$ cat src/rtl/dmem_pkg.sv
// Shared types and constants for the data-memory initiator: size codes,
// FSM states, byte-lane masks and the request legality check.
package dmem_pkg;

  typedef enum logic [2:0] {
    F3_B  = 3'b000,
    F3_H  = 3'b001,
    F3_W  = 3'b010,
    F3_BU = 3'b100,
    F3_HU = 3'b101
  } funct3_e;

  typedef enum logic [1:0] {
    ST_IDLE   = 2'd0,
    ST_ACCESS = 2'd1,
    ST_RESP   = 2'd2
  } state_e;

  localparam logic [3:0] LANE_B = 4'b0001;
  localparam logic [3:0] LANE_H = 4'b0011;
  localparam logic [3:0] LANE_W = 4'b1111;

  // Unsigned sizes exist only for loads; halfwords need even, words 4-byte alignment.
  function automatic logic access_legal(input logic we, input logic [2:0] f3,
                                        input logic [1:0] off);
    logic ok;
    case (f3)
      F3_B:    ok = 1'b1;
      F3_H:    ok = ~off[0];
      F3_W:    ok = (off == 2'b00);
      F3_BU:   ok = ~we;
      F3_HU:   ok = ~we & ~off[0];
      default: ok = 1'b0;
    endcase
    return ok;
  endfunction

endpackage

$ cat src/rtl/dmem_load_align.sv
// Picks the addressed byte/halfword out of a memory word and extends it
// according to the load size code.
module dmem_load_align
  import dmem_pkg::*;
(
  input  logic [2:0]  funct3_i,
  input  logic [1:0]  offset_i,
  input  logic [31:0] rdata_i,
  output logic [31:0] data_o
);

  logic [7:0]  byte_sel;
  logic [15:0] half_sel;

  always_comb begin
    case (offset_i)
      2'd0:    byte_sel = rdata_i[7:0];
      2'd1:    byte_sel = rdata_i[15:8];
      2'd2:    byte_sel = rdata_i[23:16];
      default: byte_sel = rdata_i[31:24];
    endcase
    half_sel = offset_i[1] ? rdata_i[31:16] : rdata_i[15:0];
  end

  always_comb begin
    case (funct3_i)
      F3_B:    data_o = {{24{byte_sel[7]}}, byte_sel};
      F3_BU:   data_o = {24'd0, byte_sel};
      F3_H:    data_o = {{16{half_sel[15]}}, half_sel};
      F3_HU:   data_o = {16'd0, half_sel};
      default: data_o = rdata_i;
    endcase
  end

endmodule

$ cat src/rtl/dmem_initiator.sv
// Single-port data-memory initiator: turns one CPU load/store request into a
// registered memory access with alignment checks, lane steering and timeout.
//   state     | meaning
//   ST_IDLE   | ready for a request
//   ST_ACCESS | strobe held, waiting for mem_resp or timeout
//   ST_RESP   | one-cycle response to the CPU
module dmem_initiator
  import dmem_pkg::*;
#(
  parameter int TIMEOUT_CYCLES = 1024
) (
  input  logic        clk,
  input  logic        rst_n,
  input  logic        req_valid,
  output logic        req_ready,
  input  logic        req_we,
  input  logic [2:0]  req_funct3,
  input  logic [31:0] req_addr,
  input  logic [31:0] req_wdata,
  output logic        rsp_valid,
  output logic [31:0] rsp_rdata,
  output logic        rsp_err,
  output logic [31:0] mem_addr,
  output logic        mem_read,
  output logic        mem_write,
  output logic [3:0]  mem_wmask,
  output logic [31:0] mem_wdata,
  input  logic [31:0] mem_rdata,
  input  logic        mem_resp
);

  localparam int CW = (TIMEOUT_CYCLES > 1) ? $clog2(TIMEOUT_CYCLES) : 1;

  state_e      state_q, state_d;
  logic [CW-1:0] cnt_q, cnt_d;
  logic        we_q, we_d;
  logic [2:0]  funct3_q, funct3_d;
  logic [1:0]  off_q, off_d;
  logic [31:0] mem_addr_q, mem_addr_d;
  logic        mem_read_q, mem_read_d;
  logic        mem_write_q, mem_write_d;
  logic [3:0]  mem_wmask_q, mem_wmask_d;
  logic [31:0] mem_wdata_q, mem_wdata_d;
  logic [31:0] rdata_q, rdata_d;
  logic        err_q, err_d;

  logic [31:0] load_data;
  logic [3:0]  store_mask;

  dmem_load_align u_load_align (
    .funct3_i (funct3_q),
    .offset_i (off_q),
    .rdata_i  (mem_rdata),
    .data_o   (load_data)
  );

  always_comb begin
    case (req_funct3)
      F3_B:    store_mask = LANE_B << req_addr[1:0];
      F3_H:    store_mask = LANE_H << req_addr[1:0];
      default: store_mask = LANE_W;
    endcase
  end

  always_comb begin
    state_d     = state_q;
    cnt_d       = cnt_q;
    we_d        = we_q;
    funct3_d    = funct3_q;
    off_d       = off_q;
    mem_addr_d  = mem_addr_q;
    mem_read_d  = mem_read_q;
    mem_write_d = mem_write_q;
    mem_wmask_d = mem_wmask_q;
    mem_wdata_d = mem_wdata_q;
    rdata_d     = rdata_q;
    err_d       = err_q;

    case (state_q)
      ST_IDLE: begin
        if (req_valid) begin
          we_d     = req_we;
          funct3_d = req_funct3;
          off_d    = req_addr[1:0];
          rdata_d  = 32'd0;
          if (!access_legal(req_we, req_funct3, req_addr[1:0])) begin
            err_d   = 1'b1;
            state_d = ST_RESP;
          end else begin
            err_d       = 1'b0;
            mem_addr_d  = {req_addr[31:2], 2'b00};
            mem_read_d  = ~req_we;
            mem_write_d = req_we;
            mem_wmask_d = req_we ? store_mask : 4'b0000;
            if (!req_we)
              mem_wdata_d = 32'd0;
            else if (req_funct3 == F3_W)
              mem_wdata_d = req_wdata;
            else
              mem_wdata_d = req_wdata << {req_addr[1:0], 3'b000};
            cnt_d   = CW'(TIMEOUT_CYCLES - 1);
            state_d = ST_ACCESS;
          end
        end
      end
      ST_ACCESS: begin
        // A response arriving on the terminal cycle still wins over the timeout.
        if (mem_resp) begin
          mem_read_d  = 1'b0;
          mem_write_d = 1'b0;
          err_d       = 1'b0;
          rdata_d     = we_q ? 32'd0 : load_data;
          state_d     = ST_RESP;
        end else if (cnt_q == '0) begin
          mem_read_d  = 1'b0;
          mem_write_d = 1'b0;
          err_d       = 1'b1;
          rdata_d     = 32'd0;
          state_d     = ST_RESP;
        end else begin
          cnt_d = cnt_q - 1'b1;
        end
      end
      ST_RESP: begin
        err_d   = 1'b0;
        rdata_d = 32'd0;
        state_d = ST_IDLE;
      end
      default: state_d = ST_IDLE;
    endcase
  end

  always_ff @(posedge clk or negedge rst_n) begin
    if (!rst_n) begin
      state_q     <= ST_IDLE;
      cnt_q       <= '0;
      we_q        <= 1'b0;
      funct3_q    <= 3'd0;
      off_q       <= 2'd0;
      mem_addr_q  <= 32'd0;
      mem_read_q  <= 1'b0;
      mem_write_q <= 1'b0;
      mem_wmask_q <= 4'd0;
      mem_wdata_q <= 32'd0;
      rdata_q     <= 32'd0;
      err_q       <= 1'b0;
    end else begin
      state_q     <= state_d;
      cnt_q       <= cnt_d;
      we_q        <= we_d;
      funct3_q    <= funct3_d;
      off_q       <= off_d;
      mem_addr_q  <= mem_addr_d;
      mem_read_q  <= mem_read_d;
      mem_write_q <= mem_write_d;
      mem_wmask_q <= mem_wmask_d;
      mem_wdata_q <= mem_wdata_d;
      rdata_q     <= rdata_d;
      err_q       <= err_d;
    end
  end

  assign req_ready = (state_q == ST_IDLE);
  assign rsp_valid = (state_q == ST_RESP);
  assign rsp_rdata = rdata_q;
  assign rsp_err   = err_q;
  assign mem_addr  = mem_addr_q;
  assign mem_read  = mem_read_q;
  assign mem_write = mem_write_q;
  assign mem_wmask = mem_wmask_q;
  assign mem_wdata = mem_wdata_q;

endmodule

$ cat config.mk
export PLATFORM = sky130hd
export DESIGN_NAME = dmem_initiator
export DESIGN_NICKNAME = d
export VERILOG_FILES = /design/src/rtl/dmem_pkg.sv /design/src/rtl/dmem_load_align.sv /design/src/rtl/dmem_initiator.sv
export SDC_FILE = /design/constraint.sdc
export NUM_CORES = 1
export LEC_CHECK = 0
export BUFFER_PORTS_ARGS = -buffer_cell sky130_fd_sc_hd__buf_2
export CORE_MARGIN = 2
export CORE_UTILIZATION = 25
export DETAILED_ROUTE_END_ITERATION = 10
export PLACE_DENSITY_LB_ADDON = 0.08
export SYNTH_ARGS = -nofsm -noshare
export SYNTH_HDL_FRONTEND = slang
export SYNTH_SLANG_ARGS = --single-unit
export TNS_END_PERCENT = 5
$ cat constraint.sdc
create_clock -name clk -period 6.7 [get_ports clk]
set_clock_uncertainty 0.1 [all_clocks]
set_input_delay 0.67 -clock clk [delete_from_list [all_inputs] [get_ports clk]]
set_output_delay 0.67 -clock clk [all_outputs]
set_load 0.1 [all_outputs]
Yosys cells after proc, flatten, opt, wreduce, memory -nomap -nowiden
Index checks and enable logic that the tools add are counted.
- word-level logic and storage cells: 87
- input bits: 104
- register bits: 119
- reduce and logical (&&, ||, !) cells: 14
- equal/unequal tests: 16
- shifts and indexed selects: 3
- add/subtract/negate cells: 1
- muxes and demuxes: 38
- bitwise gates (word level): 3
- operators by type and width (operator ; number):
    32-bit two-way mux ; 6
    32-bit one-hot mux with 4 select lines ; 1
    32-bit one-hot mux with 3 select lines ; 1
    10-bit two-way mux ; 4
    32-bit by 5-bit left shift with 32-bit output ; 1
    8-bit one-hot mux with 3 select lines ; 1
    10-bit one-hot mux with 2 select lines ; 1
    16-bit two-way mux ; 1
    3-bit equality test, second input constant ; 4
    1-bit two-way mux ; 12
    10-bit zero test ; 1
    10-bit by 1-bit subtractor with 10-bit output, second input constant ; 1
    2-bit two-way mux ; 4
    4-bit one-hot mux with 2 select lines ; 1
    3-bit by 1-bit equality test with 1-bit output, second input constant ; 2
    2-bit zero test ; 3
    3-bit zero test ; 2
    2-bit inequality test, second input constant ; 3
    3-bit AND reduction ; 2
    1-bit one-hot mux with 5 select lines ; 1
    5-bit AND reduction ; 1
    2-bit by 1-bit equality test with 1-bit output, second input constant ; 2
    2-bit equality test, second input constant ; 2
    4-bit two-way mux ; 1
    other kinds (14) ; 17

Logic depth before layout (Yosys ltp)
Gate-level depths: netlist (run 1).
- depth in word-level cells: 8
- gate-level depth with buffers: 8

Cells and area by module
Synthesis (run 1) repeated with hierarchy kept, for this count alone.
- cells, all modules: 741
- area total of the unflattened synthesis: 6433.7 um^2
- modules (own cells, without submodules) (module ; cells an instance ; area each (um^2) ; instances ; seq. area each (um^2)):
    dmem_initiator ; 608 ; 5464.0 ; 1 ; 2977.9
    dmem_load_align ; 133 ; 969.7 ; 1 ; 0.0

Least setup slack after synthesis (run 1)
OpenSTA, ideal clock, no wires.
- path type: reg-to-reg
- start point: register state_q[0]
- end point: register mem_wdata_q[7], in the netlist mem_wdata[7]
- period minus slack after synthesis: 2.709 ns
- arrival time: 2.476 ns
- path buffers: 2
- slack: 3.991 ns
- library setup time: 0.134 ns
- cell stages (with the launch flop): 9
- required time: 6.466 ns
- path through: dfrtp_1 > inv_1 > ha_1 > nand2_1 > a21o_1 > buf_2 > clkbuf_1 > nand2_1 > o21ai_0
- word-level cells in the longest chain between the ends: 2
- RTL lines (what ; RTL line ; RTL):
    from (decl) ; dmem_initiator.sv:34 ; state_e state_q, state_d;
    from (signal assigned) ; dmem_initiator.sv:148 ; state_q <= state_d;
    2-bit zero test ; n/a ;
    named net req_ready ; dmem_initiator.sv:15 ; output logic req_ready,
    3-bit AND reduction (no source line) ; n/a ;
    to (signal assigned) ; dmem_initiator.sv:157 ; mem_wdata_q <= mem_wdata_d;
    to (decl) ; dmem_initiator.sv:43 ; logic [31:0] mem_wdata_q, mem_wdata_d;
The timed path passes the listed nets, and every way through them passes these cells.
A chain may end at the register's enable or synchronous reset.

Worst setup path in the final report (run 1)
- start point: input req_addr[0]
- end point: register mem_addr_q[30], in the netlist mem_addr[30]
- word-level cells in the longest chain between the ends: 6
- elaborated cells between the ends (all ways): 7
- classes of those cells: mux (3); bitwise (2); reduce/logical (2)
- RTL lines (what ; RTL line ; RTL):
    from (decl) ; dmem_initiator.sv:18 ; input logic [31:0] req_addr,
    1-bit NOT ; dmem_pkg.sv:29, dmem_pkg.sv:32 ;
    1-bit AND ; dmem_pkg.sv:32 ; F3_HU: ok = ~we & ~off[0];
    1-bit one-hot mux with 5 select lines * ; dmem_pkg.sv:27 ; case (f3)
    1-bit two-way mux * ; dmem_initiator.sv:81 ; if (req_valid) begin
    1-bit two-way mux * ; dmem_initiator.sv:79 ; case (state_q)
    3-bit AND reduction (no source line) * ; n/a ;
    to (signal assigned) ; dmem_initiator.sv:153 ; mem_addr_q <= mem_addr_d;
    to (decl) ; dmem_initiator.sv:39 ; logic [31:0] mem_addr_q, mem_addr_d;
Every way passes the cells marked *; elsewhere a longest branch is shown, timed or not. The select of a mux whose other input is x is not followed.

==> impl_metrics.py, run 1 <==
metrics = {
    "outcome": {
        "status": "complete, no violations",
    },
    "pwr": {
        "p_leak_nw": 3.924,
        "power_density_nw_per_um2": 541.6,
        "switchingPower_mw": 2.501,
        "clkPwrFrac": 0.209,
        "switching_share": 0.5631,
        "p_comb_frac": 0.544,
        "seqPwrFrac": 0.248,
        "intPower_mw": 1.941,
        "ir_drop_mv": 0.3870,
        "fin_total_pwr_mw": 4.442,
    },
    "drt": {
        "wire_per_inst_um": 18.44,
        "num_vias": 5591,
        "ant_nets": 0,
        "drt_wl_total_mm": 20.91,
        "firstDrtPassIters": 4,
        "drc_errors": 0,
        "viasPerCell": 4.930,
        "drt_iter0_markers": 317,
    },
    "critical_path": {
        "startpoint_type": "primary input",
        "worstSetupEndpointType": "flop",
        "r2r_cells": 6,
        "crit_required_ns": 6.91,
        "worstPathArrival_ns": 3.34,
        "crit_type": "in -> reg",
        "r2r-start": "state_q[1]",
        "path_max_fanout": 50,
        "worstSetupStartpoint": "req_addr[0]",
    },
    "yosys": {
        "syn_area_per_cell_um2": 10.44,
        "synth_edf_count": 0,
        "synth-seq-cells": 119,
        "synth.cell_area_um2": 6335,
        "ys_warn_count": 0,
        "dominantRegCellSynth": "dfrtp_1",
        "seq_area_frac_synth": 0.4701,
        "synthCells": 607,
        "post_synth_num_cell_types": 62,
        "synthArstFlopShare": 1.000,
    },
    "global_routing": {
        "grt_overflow": 0,
        "grt_max_degree": 67,
        "grt_usage": 0.1590,
        "first_global_vias": 5735,
        "grt_pass1_wl_mm": 32.73,
        "antenna_found_initial": 1,
    },
    "timing": {
        "rsz0062_at_grt": "no",
        "slew_headroom": 0.1525,
        "max_slew.worst_pin.slew_ns": 1.267,
        "final_hold_viol_count": 0,
        "min_period_ns": 3.124,
        "slew_violations": 0,
        "setup-violations-final": 0,
        "min_period_over_period": 0.4663,
        "tns_ns": 0,
        "timing.fmax_ghz": 0.3201,
    },
    "clock_tree": {
        "cts_tree": "done",
        "cts_buffers": 17,
        "clk-insertion-delay-late_ns": 0.41,
        "htreeDepth": 4,
        "numClockSinks": 119,
        "path_clk_slew_ns": 0.06,
        "cts-root-buf": "clkbuf_16",
        "cts.repair.resized": 0,
        "hold_buffers": 0,
        "clockBufferDepth": 2,
        "post_cts.repair.setup_buffers": 0,
    },
    "floorplan": {
        "dieArea_um2": 26630,
        "start_util": 0.2530,
        "die_h_um": 163.2,
        "rows": 58,
        "fp.dieW_um": 163.2,
        "ios": 209,
        "core-area_um2": 25040,
    },
    "cells_and_area": {
        "nets": 901,
        "layout.cells.most_common_list": "205 x buf_2, 119 x dfrtp_1, 63 x nand2_1, 56 x mux2_2, 43 x o21ai_0",
        "final_common_cell": "buf_2",
        "layout-drive-gt1-share": 0.3843,
        "fillerInstances": 2631,
        "syn_to_final_growth_pct": 29.47,
        "antenna_cells": 0,
    },
    "placement": {
        "io_buffer_count": 206,
        "routabilityCongestion": 0.7568,
        "post-dp-hpwl_mm": 15.14,
    },
    "hold_path": {
        "hold_path.class": "in -> async",
    },
    "flow_run": {
        "maxCapViolations": 0,
    },
}
worst paths after layout:
path | to | slack [ns]
min in group clk | we_q | 0.37
max in group asynchronous | rsp_rdata[0] | 4.87
min | mem_wmask[1] | 0.23
max reg2reg | rsp_rdata[22] | 3.60
min reg2reg | we_q | 0.37
max | mem_addr[30] | 3.58
through the flow:
step	util	cell area, µm²	cells	setup slack [ns]	hold WS [ns]
6_report	0.3276	8202	1134	3.576	0.2291
3_5_place_dp	0.3040	7612	1102	3.111	0.3598
3_3_place_gp	0.3040	7612	1102	3.210	0.3594
5_1_grt	0.3276	8202	1134	3.319	0.2861
4_1_cts	0.3276	8202	1134	3.563	0.2615
2_1_floorplan	-	6339	608	3.991	0.2744
Yosys cell counts (6+ instances only):
cell	instances	area share
o22a_1	8	0.011
o22ai_1	8	0.0079
dfrtp_1	119	0.47
a2bb2oi_1	8	0.011
buf_2	16	0.013
ha_1	6	0.012
nor2_1	12	0.0071
nor2b_1	19	0.019
nand3_1	15	0.012
o21ai_0	43	0.034
a21oi_1	12	0.0095
inv_1	19	0.011
a31oi_1	16	0.016
nor3_1	9	0.0071
clkbuf_1	22	0.013
nand2_1	63	0.037
a22oi_1	8	0.0095
o31ai_1	8	0.0095
mux2_2	56	0.10
o221ai_1	15	0.021
o211ai_1	7	0.0083
a22o_1	18	0.025
mux2i_1	17	0.027
buf_1	6	0.0036
o2bb2ai_1	17	0.024
cell families after synthesis:
group / after synthesis / synth area share
compound gates: 190 / 0.2185
fa+ha+maj: 6 / 0.01185
buf+inv: 67 / 0.04523
flops: 119 / 0.4701
mux: 74 / 0.1300
other cells: 1 / 0.0005920
simple gates: 150 / 0.1238
metal layers:
metal,up-vias,GRT usage,share of wire
met5,-,0,0.00062
met4,2,0.04867,0.010
met3,16,0.04622,0.065
met2,171,0.2499,0.48
met1,2765,0.2111,0.44
li1,2637,-,-
worst max-delay path, cell delays in order:
cell and delay, ns:
buf_2 0.67, a221o_1 0.35, a21o_2 0.69, buf_4 0.51, mux2_2 0.39
power groups by stage:
stage          combinational, mW  sequential, mW  clock (mW)
2_1_floorplan              0.632            2.45           0
3_3_place_gp                2.41            1.11           0
3_5_place_dp                2.43            1.11           0
4_1_cts                     2.43            1.10       0.954
5_1_grt                     2.52            1.14       0.990
6_report                    2.42            1.10       0.927
sequential cells by signal, indices dropped and copies added (netlist names):
name and cells:
mem_wdata 32, rsp_rdata 32, mem_addr 30, cnt_q 10, mem_wmask 4, funct3_q 3
off_q 2, state_q 2, mem_read 1, mem_write 1, rsp_err 1, we_q 1
layout make-up:
class                           instances  area, µm²  area share
Clock inverter                         13      146.4     0.01785
Tap cell                              330      412.9     0.05034
Multi-Input combinational cell        422       3075      0.3750
Sequential cell                       119       2978      0.3631
Timing Repair Buffer                  211       1071      0.1306
Inverter                               20      75.07    0.009153
Clock buffer                           19      442.9     0.05400
Power figures use the tool's default switching activity.
==> inputs of run 2 (changes only) <==
Clock period 6.7 ns to 2.5 ns, I/O delays scaled along.
==> impl_metrics.py, run 2 (synthesized netlist as in run 1, its figures left out) <==
metrics = {
    "cells_and_area": {
        "post-route-util": 0.3478,
        "seq_area_um2": 2978,
        "fillerInstances": 2578,
        "final_common_cell": "buf_2",
        "finalNonFillerCells": 1191,
        "nets": 958,
        "layout.cells.most_common_list": "205 x buf_2, 119 x dfrtp_1, 63 x nand2_1, 56 x mux2_2, 43 x o21ai_0",
        "antenna_cells": 0,
        "layout-drive-gt1-share": 0.3914,
        "multi_input_area_um2": 3078,
        "syn_to_final_growth_pct": 37.47,
    },
    "global_routing": {
        "grt_pass1_wl_mm": 33.39,
        "grt_overflow": 0,
        "grt_max_degree": 42,
        "antenna_found_initial": 0,
        "grt_usage": 0.1613,
        "first_global_vias": 6032,
    },
    "timing": {
        "rsz0062_at_grt": "no",
        "slew_violations": 0,
        "setup-violations-final": 0,
        "min_period_ns": 2.301,
        "max_slew.worst_pin.slew_ns": 0.7698,
        "tns_ns": 0,
        "timing.fmax_ghz": 0.4346,
        "slew_headroom": 0.4868,
        "setup_ws_ns": 0.1991,
        "min_period_over_period": 0.9204,
        "final_hold_viol_count": 0,
    },
    "clock_tree": {
        "cts.repair.resized": 0,
        "clk-insertion-delay-late_ns": 0.41,
        "clockBufferDepth": 2,
        "numClockSinks": 119,
        "cts-root-buf": "clkbuf_16",
        "htreeDepth": 4,
        "path_clk_slew_ns": 0.06,
        "cts_tree": "done",
        "cts_buffers": 17,
    },
    "drt": {
        "num_vias": 5793,
        "viasPerCell": 4.864,
        "drc_errors": 0,
        "wire_per_inst_um": 17.77,
        "ant_nets": 0,
        "firstDrtPassIters": 4,
        "drt_iter0_markers": 324,
        "drt_wl_total_mm": 21.16,
    },
    "critical_path": {
        "startpoint_type": "flop",
        "worstSetupEndpointType": "flop",
        "worstPathArrival_ns": 2.49,
        "crit_required_ns": 2.69,
        "crit_type": "reg -> reg",
        "path_max_fanout": 13,
    },
    "hold_path": {
        "hold_path.class": "in -> reg",
    },
    "floorplan": {
        "core-area_um2": 25040,
        "fp.dieW_um": 163.2,
        "start_util": 0.2530,
        "die_h_um": 163.2,
        "rows": 58,
        "dieArea_um2": 26630,
        "ios": 209,
    },
    "placement": {
        "pre_cts_slack_ns": -0.04370,
        "io_buffer_count": 206,
        "dp.cells": 1127,
        "routabilityCongestion": 0.7651,
        "post-dp-hpwl_mm": 15.51,
    },
    "outcome": {
        "status": "complete, no violations",
    },
    "pwr": {
        "ir_drop_mv": 1.093,
        "fin_total_pwr_mw": 11.90,
        "p_leak_nw": 4.180,
        "power_density_nw_per_um2": 1367,
    },
    "flow_run": {
        "maxCapViolations": 0,
    },
}
run 2: cell count changes in the layout (fill, tap and decap cells not counted):
cell and change:
clkinv_4 -2, buf_12 +3, dlygate4sd3_1 +31, clkbuf_1 -1, ha_1 -1, ha_2 +1, inv_6 +4, clkinvlp_4 +1
bufinv_16 -2, buf_4 +23
run 2: cell type report:
class	count	area share
Clock buffer	18	0.05043
Clock inverter	14	0.01279
Inverter	20	0.008621
Multi-Input combinational cell	422	0.3534
Sequential cell	119	0.3420
Tap cell	330	0.04741
Timing Repair Buffer	268	0.1853
run 2: critical path, cell delays in order, from the launching register on:
cell and delay (ns):
dfrtp_1 0.42, inv_1 0.09, ha_1 0.16, nor3b_2 0.28, a31oi_4 0.14, buf_4 0.21
or4_1 0.55, a32o_1 0.23
run 2: path summary, 6_finish.rpt:
kind | slack (ns) | startpoint | cells after the start | endpoint
max in group asynchronous | 1.41 | rst_n | 3 | rsp_rdata[19]
max reg2reg | 0.20 | cnt_q[1] | 7 | mem_write
min reg2reg | 0.37 | we_q | 2 | we_q
max | 0.20 | cnt_q[1] | 7 | mem_write
min in group asynchronous | 0.25 | rst_n | 2 | rsp_rdata[6]
min | 0.02 | req_wdata[5] | 3 | mem_wdata[5]
run 2: routing by layer:
layer / global-route usage / share of wire / up-vias
li1: - / - / 2763
met1: 0.2063 / 0.44 / 2860
met2: 0.2637 / 0.48 / 157
met3: 0.05383 / 0.063 / 13
met4: 0.03741 / 0.0095 / 0
met5: 0 / 0 / -
run 2: per-stage QoR:
step | instance area [µm²] | hold slack (ns)
after global placement | 7828 | 0.1473
final | 8708 | 0.01729
after floorplan | 6341 | -0.1456
after CTS | 8708 | 0.01055
after detailed placement | 7828 | 0.1461
after global routing | 8708 | 0.02436
run 2: power by group:
group / leakage [nW] / switching, mW / internal [mW]
sequential: 1.50 / 0.352 / 2.51
combinational: 2.41 / 5.39 / 1.35
clock: 0.265 / 0.992 / 1.31
total: 4.18 / 6.74 / 5.17
run 2: what timing repair did:
action | CTS | global route
hold buffers | 31 | 0
setup endpoints to repair | 19 | 0
endpoints found under the hold margin | 59 | 0
buffers inserted | 1 | 0
